### config.mk
export PLATFORM = sky130hd
export DESIGN_NAME = traffic_timer
export DESIGN_NICKNAME = d
export VERILOG_FILES = /design/src/rtl/traffic_pkg.sv /design/src/rtl/traffic_timer_bin2bcd.sv /design/src/rtl/traffic_timer.sv
export SDC_FILE = /design/constraint.sdc
export NUM_CORES = 1
export LEC_CHECK = 0
export CORE_ASPECT_RATIO = 1.75
export CORE_MARGIN = 2
export CORE_UTILIZATION = 56
export DETAILED_ROUTE_END_ITERATION = 8
export PLACE_DENSITY = 0.77
export SLEW_MARGIN = 40
export SYNTH_ARGS = -nofsm -noshare
export SYNTH_HDL_FRONTEND = slang
export SYNTH_SLANG_ARGS = --single-unit
### constraint.sdc
create_clock -name clk -period 6.8 [get_ports clk]
set_clock_uncertainty 0.05 [all_clocks]
set_input_delay 2.04 -clock clk [delete_from_list [all_inputs] [get_ports clk]]
set_output_delay 2.04 -clock clk [all_outputs]
set_load 0.01 [all_outputs]
### src/rtl/traffic_pkg.sv
`default_nettype none
// ============================================================================
// Module      : traffic_pkg
// Description : Shared light encodings, default timing values and the
//               request-priority helper used by traffic_timer/traffic_fsm.
// Revision    : 1.0 - initial release
// ============================================================================
package traffic_pkg;

    // One-hot light encodings
    localparam logic [2:0] LIGHT_NONE   = 3'b000;
    localparam logic [2:0] LIGHT_GREEN  = 3'b001;
    localparam logic [2:0] LIGHT_YELLOW = 3'b010;
    localparam logic [2:0] LIGHT_RED    = 3'b100;

    // Default timing, shared with the FSM
    localparam int DEFAULT_CLK_PER_SEC = 50_000_000;
    localparam int DEFAULT_GREEN_SEC   = 30;
    localparam int DEFAULT_YELLOW_SEC  = 3;
    localparam int DEFAULT_RED_SEC     = 33;

    // Collapse a possibly multi-hot request to one-hot: RED > YELLOW > GREEN
    function automatic logic [2:0] light_prio(input logic [2:0] req);
        if (req[2])      return LIGHT_RED;
        else if (req[1]) return LIGHT_YELLOW;
        else if (req[0]) return LIGHT_GREEN;
        else             return LIGHT_NONE;
    endfunction

endpackage
`default_nettype wire

### src/rtl/traffic_timer_bin2bcd.sv
`default_nettype none
// ============================================================================
// Module      : bin2bcd
// Description : Combinational 7-bit double-dabble converter producing the
//               tens and ones BCD digits (valid for inputs 0..99).
// Revision    : 1.0 - initial release
// ============================================================================
module bin2bcd (
    input  logic [6:0] bin,
    output logic [3:0] tens,
    output logic [3:0] ones
);

    // Scratch register: [14:11] tens, [10:7] ones, [6:0] binary being shifted in
    logic [14:0] sr;

    // Shift-and-add-3 over all seven input bits
    always_comb begin
        sr = {8'd0, bin};
        for (int i = 0; i < 7; i++) begin
            if (sr[10:7] >= 4'd5) sr[10:7] = sr[10:7] + 4'd3;
            if (sr[14:11] >= 4'd5) sr[14:11] = sr[14:11] + 4'd3;
            sr = sr << 1;
        end
        tens = sr[14:11];
        ones = sr[10:7];
    end

endmodule
`default_nettype wire

### src/rtl/traffic_timer.sv
`default_nettype none
// ============================================================================
// Module      : traffic_timer
// Description : One-second prescaler plus per-phase seconds countdown feeding
//               traffic_fsm, with pending reload capture and a registered
//               two-digit BCD display of the remaining seconds.
// Revision    : 1.0 - initial release
// ============================================================================
module traffic_timer
    import traffic_pkg::*;
#(
    parameter int LIGHT_STATE_WIDTH = 3,
    parameter int CLK_PER_SEC       = DEFAULT_CLK_PER_SEC,
    parameter int CNT_WIDTH         = 7,
    parameter int GREEN_SEC         = DEFAULT_GREEN_SEC,
    parameter int YELLOW_SEC        = DEFAULT_YELLOW_SEC,
    parameter int RED_SEC           = DEFAULT_RED_SEC
) (
    input  logic                         clk,
    input  logic                         rst,
    input  logic                         en,
    input  logic [LIGHT_STATE_WIDTH-1:0] light_cnt_init,
    output logic                         second_cnt_pre_last,
    output logic                         light_cnt_last,
    output logic                         second_tick,
    output logic [CNT_WIDTH-1:0]         light_cnt,
    output logic [3:0]                   disp_tens,
    output logic [3:0]                   disp_ones
);

    localparam int SEC_W = $clog2(CLK_PER_SEC);
    localparam logic [SEC_W-1:0] SEC_LAST     = SEC_W'(CLK_PER_SEC - 1);
    localparam logic [SEC_W-1:0] SEC_PRE_LAST = SEC_W'(CLK_PER_SEC - 2);

    // Reload values: the counter holds remaining seconds after the current one
    localparam logic [CNT_WIDTH-1:0] GREEN_LOAD  = CNT_WIDTH'(GREEN_SEC - 1);
    localparam logic [CNT_WIDTH-1:0] YELLOW_LOAD = CNT_WIDTH'(YELLOW_SEC - 1);
    localparam logic [CNT_WIDTH-1:0] RED_LOAD    = CNT_WIDTH'(RED_SEC - 1);

    logic [SEC_W-1:0]     sec_cnt;
    logic [2:0]           pend;
    logic [2:0]           req_now;
    logic [2:0]           req_eff;
    logic                 wrap;
    logic [CNT_WIDTH-1:0] load_val;
    logic [6:0]           disp_bin;
    logic [3:0]           bcd_tens;
    logic [3:0]           bcd_ones;

    assign req_now = light_prio(light_cnt_init[2:0]);
    // A live request always wins over an older pending one
    assign req_eff = (req_now != LIGHT_NONE) ? req_now : pend;
    assign wrap    = en && (sec_cnt == SEC_LAST);

    assign second_tick         = wrap;
    assign second_cnt_pre_last = en && (sec_cnt == SEC_PRE_LAST);
    assign light_cnt_last      = (light_cnt == '0);

    // Select the phase duration for the effective request
    always_comb begin
        load_val = '0;
        if (req_eff[2])      load_val = RED_LOAD;
        else if (req_eff[1]) load_val = YELLOW_LOAD;
        else if (req_eff[0]) load_val = GREEN_LOAD;
    end

    // Prescaler: counts clock cycles within a second, frozen when en is low
    always_ff @(posedge clk or posedge rst) begin
        if (rst)
            sec_cnt <= '0;
        else if (en)
            sec_cnt <= (sec_cnt == SEC_LAST) ? '0 : sec_cnt + SEC_W'(1);
    end

    // Seconds countdown and pending-request capture; reloads only on a wrap edge
    always_ff @(posedge clk or posedge rst) begin
        if (rst) begin
            light_cnt <= '0;
            pend      <= LIGHT_NONE;
        end else if (wrap) begin
            if (req_eff != LIGHT_NONE) begin
                light_cnt <= load_val;
                pend      <= LIGHT_NONE;
            end else if (light_cnt != '0) begin
                light_cnt <= light_cnt - CNT_WIDTH'(1);
            end
        end else if (req_now != LIGHT_NONE) begin
            pend <= req_now;
        end
    end

    // Display shows the current second too, hence the +1
    assign disp_bin = 7'(light_cnt + CNT_WIDTH'(1));

    bin2bcd u_bin2bcd (
        .bin  (disp_bin),
        .tens (bcd_tens),
        .ones (bcd_ones)
    );

    // Register the BCD digits (one cycle behind light_cnt)
    always_ff @(posedge clk or posedge rst) begin
        if (rst) begin
            disp_tens <= 4'd0;
            disp_ones <= 4'd0;
        end else begin
            disp_tens <= bcd_tens;
            disp_ones <= bcd_ones;
        end
    end

endmodule
`default_nettype wire
**Word level (Yosys, flattened, before mapping)**

Cells that the tools add are included.

- Bits in read-only memories: 0
- Memories: 0
- Logic and storage cells: 64
- Register bits: 44
- Bits in latches: 0
- Output and inout port bits: 18
- RAM bits: 0

- Bitwise logic cells: 0
- Divide/modulo/power cells: 0
- Eq/ne operators: 3
- Add/sub/neg operators: 14
- Shifts and indexed selects: 0
- Multiply operators: 0
- Reductions and logical operators: 8
- Magnitude comparators: 11
- Muxes and demuxes: 23

Operator list:

| operator | count |
|---|---|
| $eq A26 B26 Y1 const B | 2 |
| $ge A4 B3 Y1 const B | 9 |
| $mux W3 | 10 |
| $add A26 B1 Y26 const B | 1 |
| $mux W26 | 1 |
| $add A4 B2 Y4 const B | 5 |
| $mux W4 | 5 |
| $mux W7 | 2 |
| $add A3 B2 Y3 const B | 4 |
| $mux W5 | 2 |
| $add A7 B1 Y7 const B | 1 |
| $logic_not A7 Y1 | 1 |
| $reduce_bool A7 Y1 | 1 |
| $sub A7 B1 Y7 const B | 1 |
| $mux W6 | 1 |
| $reduce_bool A3 Y1 | 2 |
| $add A1 B2 Y3 const AB | 1 |
| $add A1 B2 Y3 const B | 1 |
| $ge A1 B3 Y1 const AB | 1 |
| $ge A1 B3 Y1 const B | 1 |
| $logic_and A1 B1 Y1 | 2 |
| $mux W2 | 1 |
| $ne A2 B1 Y1 const B | 1 |
| $reduce_and A2 Y1 | 1 |
| 2 further kinds | 2 |

**Longest topological paths before layout**

- Depth in word-level cells: 13
- Gate-level depth with buffers: 26
- Gate-level depth less buffers: 25

**By module**

A second synthesis with hierarchy kept.

- Cells, all modules: 306
- Area total of the unflattened synthesis: 2892.8 um^2

By module, submodules not included:

| module | area an instance (um^2) | instances | seq. area each (um^2) | cells an instance |
|---|---|---|---|---|
| traffic_timer | 2283.4 | 1 | 1101.1 | 229 |
| bin2bcd | 609.3 | 1 | 0.0 | 77 |

**Least setup slack after synthesis**

Ideal clock, no wire load.

- Path kind: input-to-output
- Start point: input port en
- End point: output port second_tick
- Cell stages on the path: 3
- Setup slack: 1908 ps
- Path buffers: 2
- Arrival: 2802 ps
- Cells stage by stage: and3_1 > clkbuf_1 > buf_1

- Word-level cells in the longest chain between the ends: 1

RTL lines:

| what | line | source |
|---|---|---|
| from (decl) | traffic_timer.sv:21 | `input logic en,` |
| $logic_and A1 B1 Y1 | traffic_timer.sv:53 | `assign wrap = en && (sec_cnt == SEC_LAST);` |
| to (decl) | traffic_timer.sv:25 | `output logic second_tick,` |

Every way passes these cells.

**Worst setup path in the final report**

Ends and elaborated chain as after synthesis.

==> run_summary.xml <==
<?xml version="1.0" encoding="UTF-8"?>
<metrics>
  <group name="yosys">
    <metric name="synth.yosys.warnings" unit="">0</metric>
    <metric name="synth_ff_type" unit="">dfrtp_1</metric>
    <metric name="synth.yosys.seq_area_share" unit="%">37.8</metric>
    <metric name="syn-instance-count" unit="">314</metric>
    <metric name="synth_top_area_share" unit="%">37.8</metric>
    <metric name="edff_count_synth" unit="">0</metric>
    <metric name="synthTopCellsByCount" unit="">dfrtp_1, nor2_1, nand2_1, o21ai_0, xor2_1</metric>
    <metric name="postSynthAreaPerCell" unit="um^2">9.27</metric>
    <metric name="synth_fp_nets" unit="">333</metric>
    <metric name="yosys.cell_count.top_type" unit="">dfrtp_1</metric>
    <metric name="ys_types" unit="">63</metric>
    <metric name="ys_top_cells_by_area" unit="">dfrtp_1, ha_1, xor2_1</metric>
    <metric name="syn_area" unit="um^2">2910</metric>
    <metric name="synth-async-reset-ratio" unit="%">100</metric>
    <metric name="synth.largest_area_cell" unit="">dfrtp_1</metric>
    <metric name="yosys_register_bits" unit="">44</metric>
  </group>
  <group name="die">
    <metric name="number_of_rows_in_the_core_area" unit="">34</metric>
    <metric name="initial_core_util" unit="%">58.5</metric>
    <metric name="top_level_ports" unit="">24</metric>
    <metric name="core-area" unit="um^2">4980</metric>
    <metric name="design.die.area" unit="um^2">5810</metric>
    <metric name="die_width" unit="um">58.5</metric>
    <metric name="die-height" unit="um">99.4</metric>
  </group>
  <group name="timing">
    <metric name="worst_slew_pin_slew" unit="ns">0.651</metric>
    <metric name="timing.max_slew.rel_slack" unit="%">56.4</metric>
    <metric name="fin_tns_setup" unit="ns">0</metric>
    <metric name="grt_setup_unrepaired" unit="">false</metric>
    <metric name="timing.fmax" unit="MHz">183</metric>
    <metric name="layout_min_cycle_time" unit="ns">5.46</metric>
    <metric name="fin_crit_sh" unit="%">80.2</metric>
    <metric name="setup-violations-final" unit="">0</metric>
    <metric name="finalHoldViolCount" unit="">0</metric>
    <metric name="final.setup.worst_slack" unit="ns">1.34</metric>
    <metric name="finalMaxSlewViolations" unit="">0</metric>
  </group>
  <group name="global_routing">
    <metric name="maximum_number_of_pins_on_one_net_before_global_route_repair" unit="">45</metric>
    <metric name="grt_antenna_before_repair" unit="">0</metric>
    <metric name="track_usage" unit="%">22.3</metric>
    <metric name="grt_first_pass_wirelength" unit="mm">10.2</metric>
    <metric name="gr-total-overflow" unit="">0</metric>
    <metric name="grt_pass1_vias" unit="">2414</metric>
  </group>
  <group name="critical_path">
    <metric name="cp.required" unit="ns">4.71</metric>
    <metric name="worst_r2r_path_depth" unit="">25</metric>
    <metric name="crit_start" unit="">en</metric>
    <metric name="worstSetupPathType" unit="">in2out</metric>
    <metric name="rr_startpoint" unit="">light_cnt[4]$_DFFE_PP0P_</metric>
    <metric name="r2r_setup_slack" unit="ns">1.70</metric>
    <metric name="critPathLaunchType" unit="">primary input</metric>
    <metric name="end_kind" unit="">output port</metric>
    <metric name="r2r_end" unit="">disp_tens[2]$_DFF_PP0_</metric>
    <metric name="worst-endpoint-arrival" unit="ns">3.37</metric>
    <metric name="critPathMaxFanout" unit="">8</metric>
  </group>
  <group name="clock_tree">
    <metric name="clkSlewWorstSetupHoldPaths" unit="ns">0.08</metric>
    <metric name="cts.repair.resized" unit="">0</metric>
    <metric name="h_tree_level_count" unit="">2</metric>
    <metric name="ctsLongestPathBuffers" unit="">2</metric>
    <metric name="tritoncts.num_buffers" unit="">5</metric>
    <metric name="tritoncts" unit="">done</metric>
    <metric name="postCtsSetupRepairBufs" unit="">0</metric>
    <metric name="post_cts_hold_fix_bufs" unit="">0</metric>
    <metric name="cts.root.buffer_cell" unit="">clkbuf_8</metric>
    <metric name="tritoncts_num_sinks" unit="">44</metric>
    <metric name="clkLatencyLatePin" unit="ns">0.30</metric>
  </group>
  <group name="route">
    <metric name="drtPass1Iterations" unit="">4</metric>
    <metric name="route.final.wire_length" unit="mm">6.15</metric>
    <metric name="post_drt_wl_per_cell" unit="um">15.7</metric>
    <metric name="post-route-drc-count" unit="">0</metric>
    <metric name="ant_nets" unit="">0</metric>
    <metric name="initialDrtViolationCount" unit="">66</metric>
    <metric name="vias" unit="">2388</metric>
    <metric name="vias_per_cell" unit="">6.11</metric>
  </group>
  <group name="place">
    <metric name="place.port_buffers" unit="">23</metric>
    <metric name="routabilityCongestion" unit="">0.859</metric>
    <metric name="dp_slack" unit="ns">1.36</metric>
    <metric name="placedInstanceArea" unit="um^2">3170</metric>
    <metric name="detailedPlacementHpwl" unit="mm">4.59</metric>
  </group>
  <group name="layout">
    <metric name="n_antenna_cell" unit="">0</metric>
    <metric name="area_delta_synth_final" unit="%">11.5</metric>
    <metric name="layout.filler_cells" unit="">434</metric>
    <metric name="final_nets" unit="">356</metric>
    <metric name="share_of_post_route_cells_with_drive_strength_above_1" unit="%">7.72</metric>
    <metric name="final_area" unit="um^2">3250</metric>
  </group>
  <group name="outcome">
    <metric name="result_of_the_run" unit="">finished, final reports clean</metric>
  </group>
  <group name="min_path">
    <metric name="hold_path.startpoint" unit="">sec_cnt[6]$_DFFE_PP0P_</metric>
    <metric name="holdPathStages" unit="">1</metric>
    <metric name="hold_path.class" unit="">reg2reg</metric>
    <metric name="hold-path-endpoint" unit="">sec_cnt[6]$_DFFE_PP0P_</metric>
  </group>
  <group name="run">
    <metric name="drv_cap" unit="">0</metric>
  </group>
  <group name="pwr">
    <metric name="pwrdens" unit="nW/um^2">152</metric>
    <metric name="p_leak" unit="nW">1.45</metric>
    <metric name="irDropWorstVdd" unit="mV">0.185</metric>
  </group>
</metrics>
-- metal layers --
metal | track usage (%) | routed length, um | up-vias
met4 | 12.5 | 160 | 0
met2 | 40.4 | 3390 | 49
met5 | 0 | 0 | -
met1 | 23.7 | 2440 | 1176
li1 | - | - | 1149
met3 | 3.25 | 156 | 14
-- report_power, final --
part,leakage (nW),internal [mW],switching [mW]
sequential,0.584,0.277,0.0168
clock,0.0410,0.0700,0.0866
combinational,0.827,0.0192,0.0242
total,1.45,0.366,0.128
-- cell usage in the layout, fill, tap and decap left out, types with 2 or more instances in the layout --
cell,n
a21oi_1,11
a21oi_2,2
a22o_1,5
and3_1,6
and4_1,2
buf_4,3
clkbuf_8,5
clkdlybuf4s50_1,23
dfrtp_1,44
ha_1,13
inv_1,14
mux2i_1,4
mux2i_2,4
nand2_1,31
nand2b_1,6
nand3_1,14
nand3b_1,2
nand4_1,6
nor2_1,33
nor2b_1,2
nor3_1,11
nor4_1,4
nor4b_1,2
o211ai_1,2
o21a_1,2
o21ai_0,16
o21ai_1,2
o22ai_1,2
or3_1,4
xnor2_1,14
xnor2_4,2
xor2_1,15
-- logic make-up (layout without fill, tap and decap cells) --
logic type	count (synthesis)	after routing	share of synthesized area (%)
simple gates	133	133	23.3
compound gates	56	56	13.5
flops	44	44	37.8
xor+xnor	32	32	11.4
buf+inv	26	49	4.25
fa+ha+maj	13	13	5.59
mux	10	10	4.17
-- area by class of cell --
type | instances | area [um^2] | share of cell area [%]
Timing Repair Buffer | 26 | 253 | 7.79
Clock inverter | 1 | 5.00 | 0.154
Tap cell | 54 | 67.6 | 2.08
Sequential cell | 44 | 1100 | 33.9
Inverter | 16 | 60.1 | 1.85
Multi-Input combinational cell | 244 | 1690 | 52.0
Clock buffer | 6 | 72.6 | 2.24
-- flip-flops by register name (all words and copies together), names as in the netlist --
| register | cells |
|---|---|
| disp_ones | 4 |
| disp_tens | 4 |
| light_cnt | 7 |
| pend | 3 |
| sec_cnt | 26 |
-- worst max-delay path by stage --
stage,endpoint,slack (ns),cells past startpoint
after floorplan,second_tick,1.91,3
after global placement,second_tick,1.37,3
after detailed placement,second_tick,1.36,3
after CTS,second_tick,1.35,3
after global routing,disp_tens[2]$_DFF_PP0_,1.19,25
final,second_tick,1.34,3
-- through the flow --
step                instances  total power [mW]  hold WS (ns)  utilization [%]
floorplan                 314             0.327         0.389                -
global placement          384             0.341         0.402             63.7
detailed placement        384             0.343         0.406             63.7
CTS                       391             0.498         0.421             65.2
global route              391             0.513         0.426             65.2
finish                    391             0.494         0.421             65.2
-- critical path, cell delays in order --
cell             delay [ns]
clkdlybuf4s50_1        0.58
and3_1                 0.21
clkdlybuf4s50_1        0.53
(Power assumes the default switching activity.)
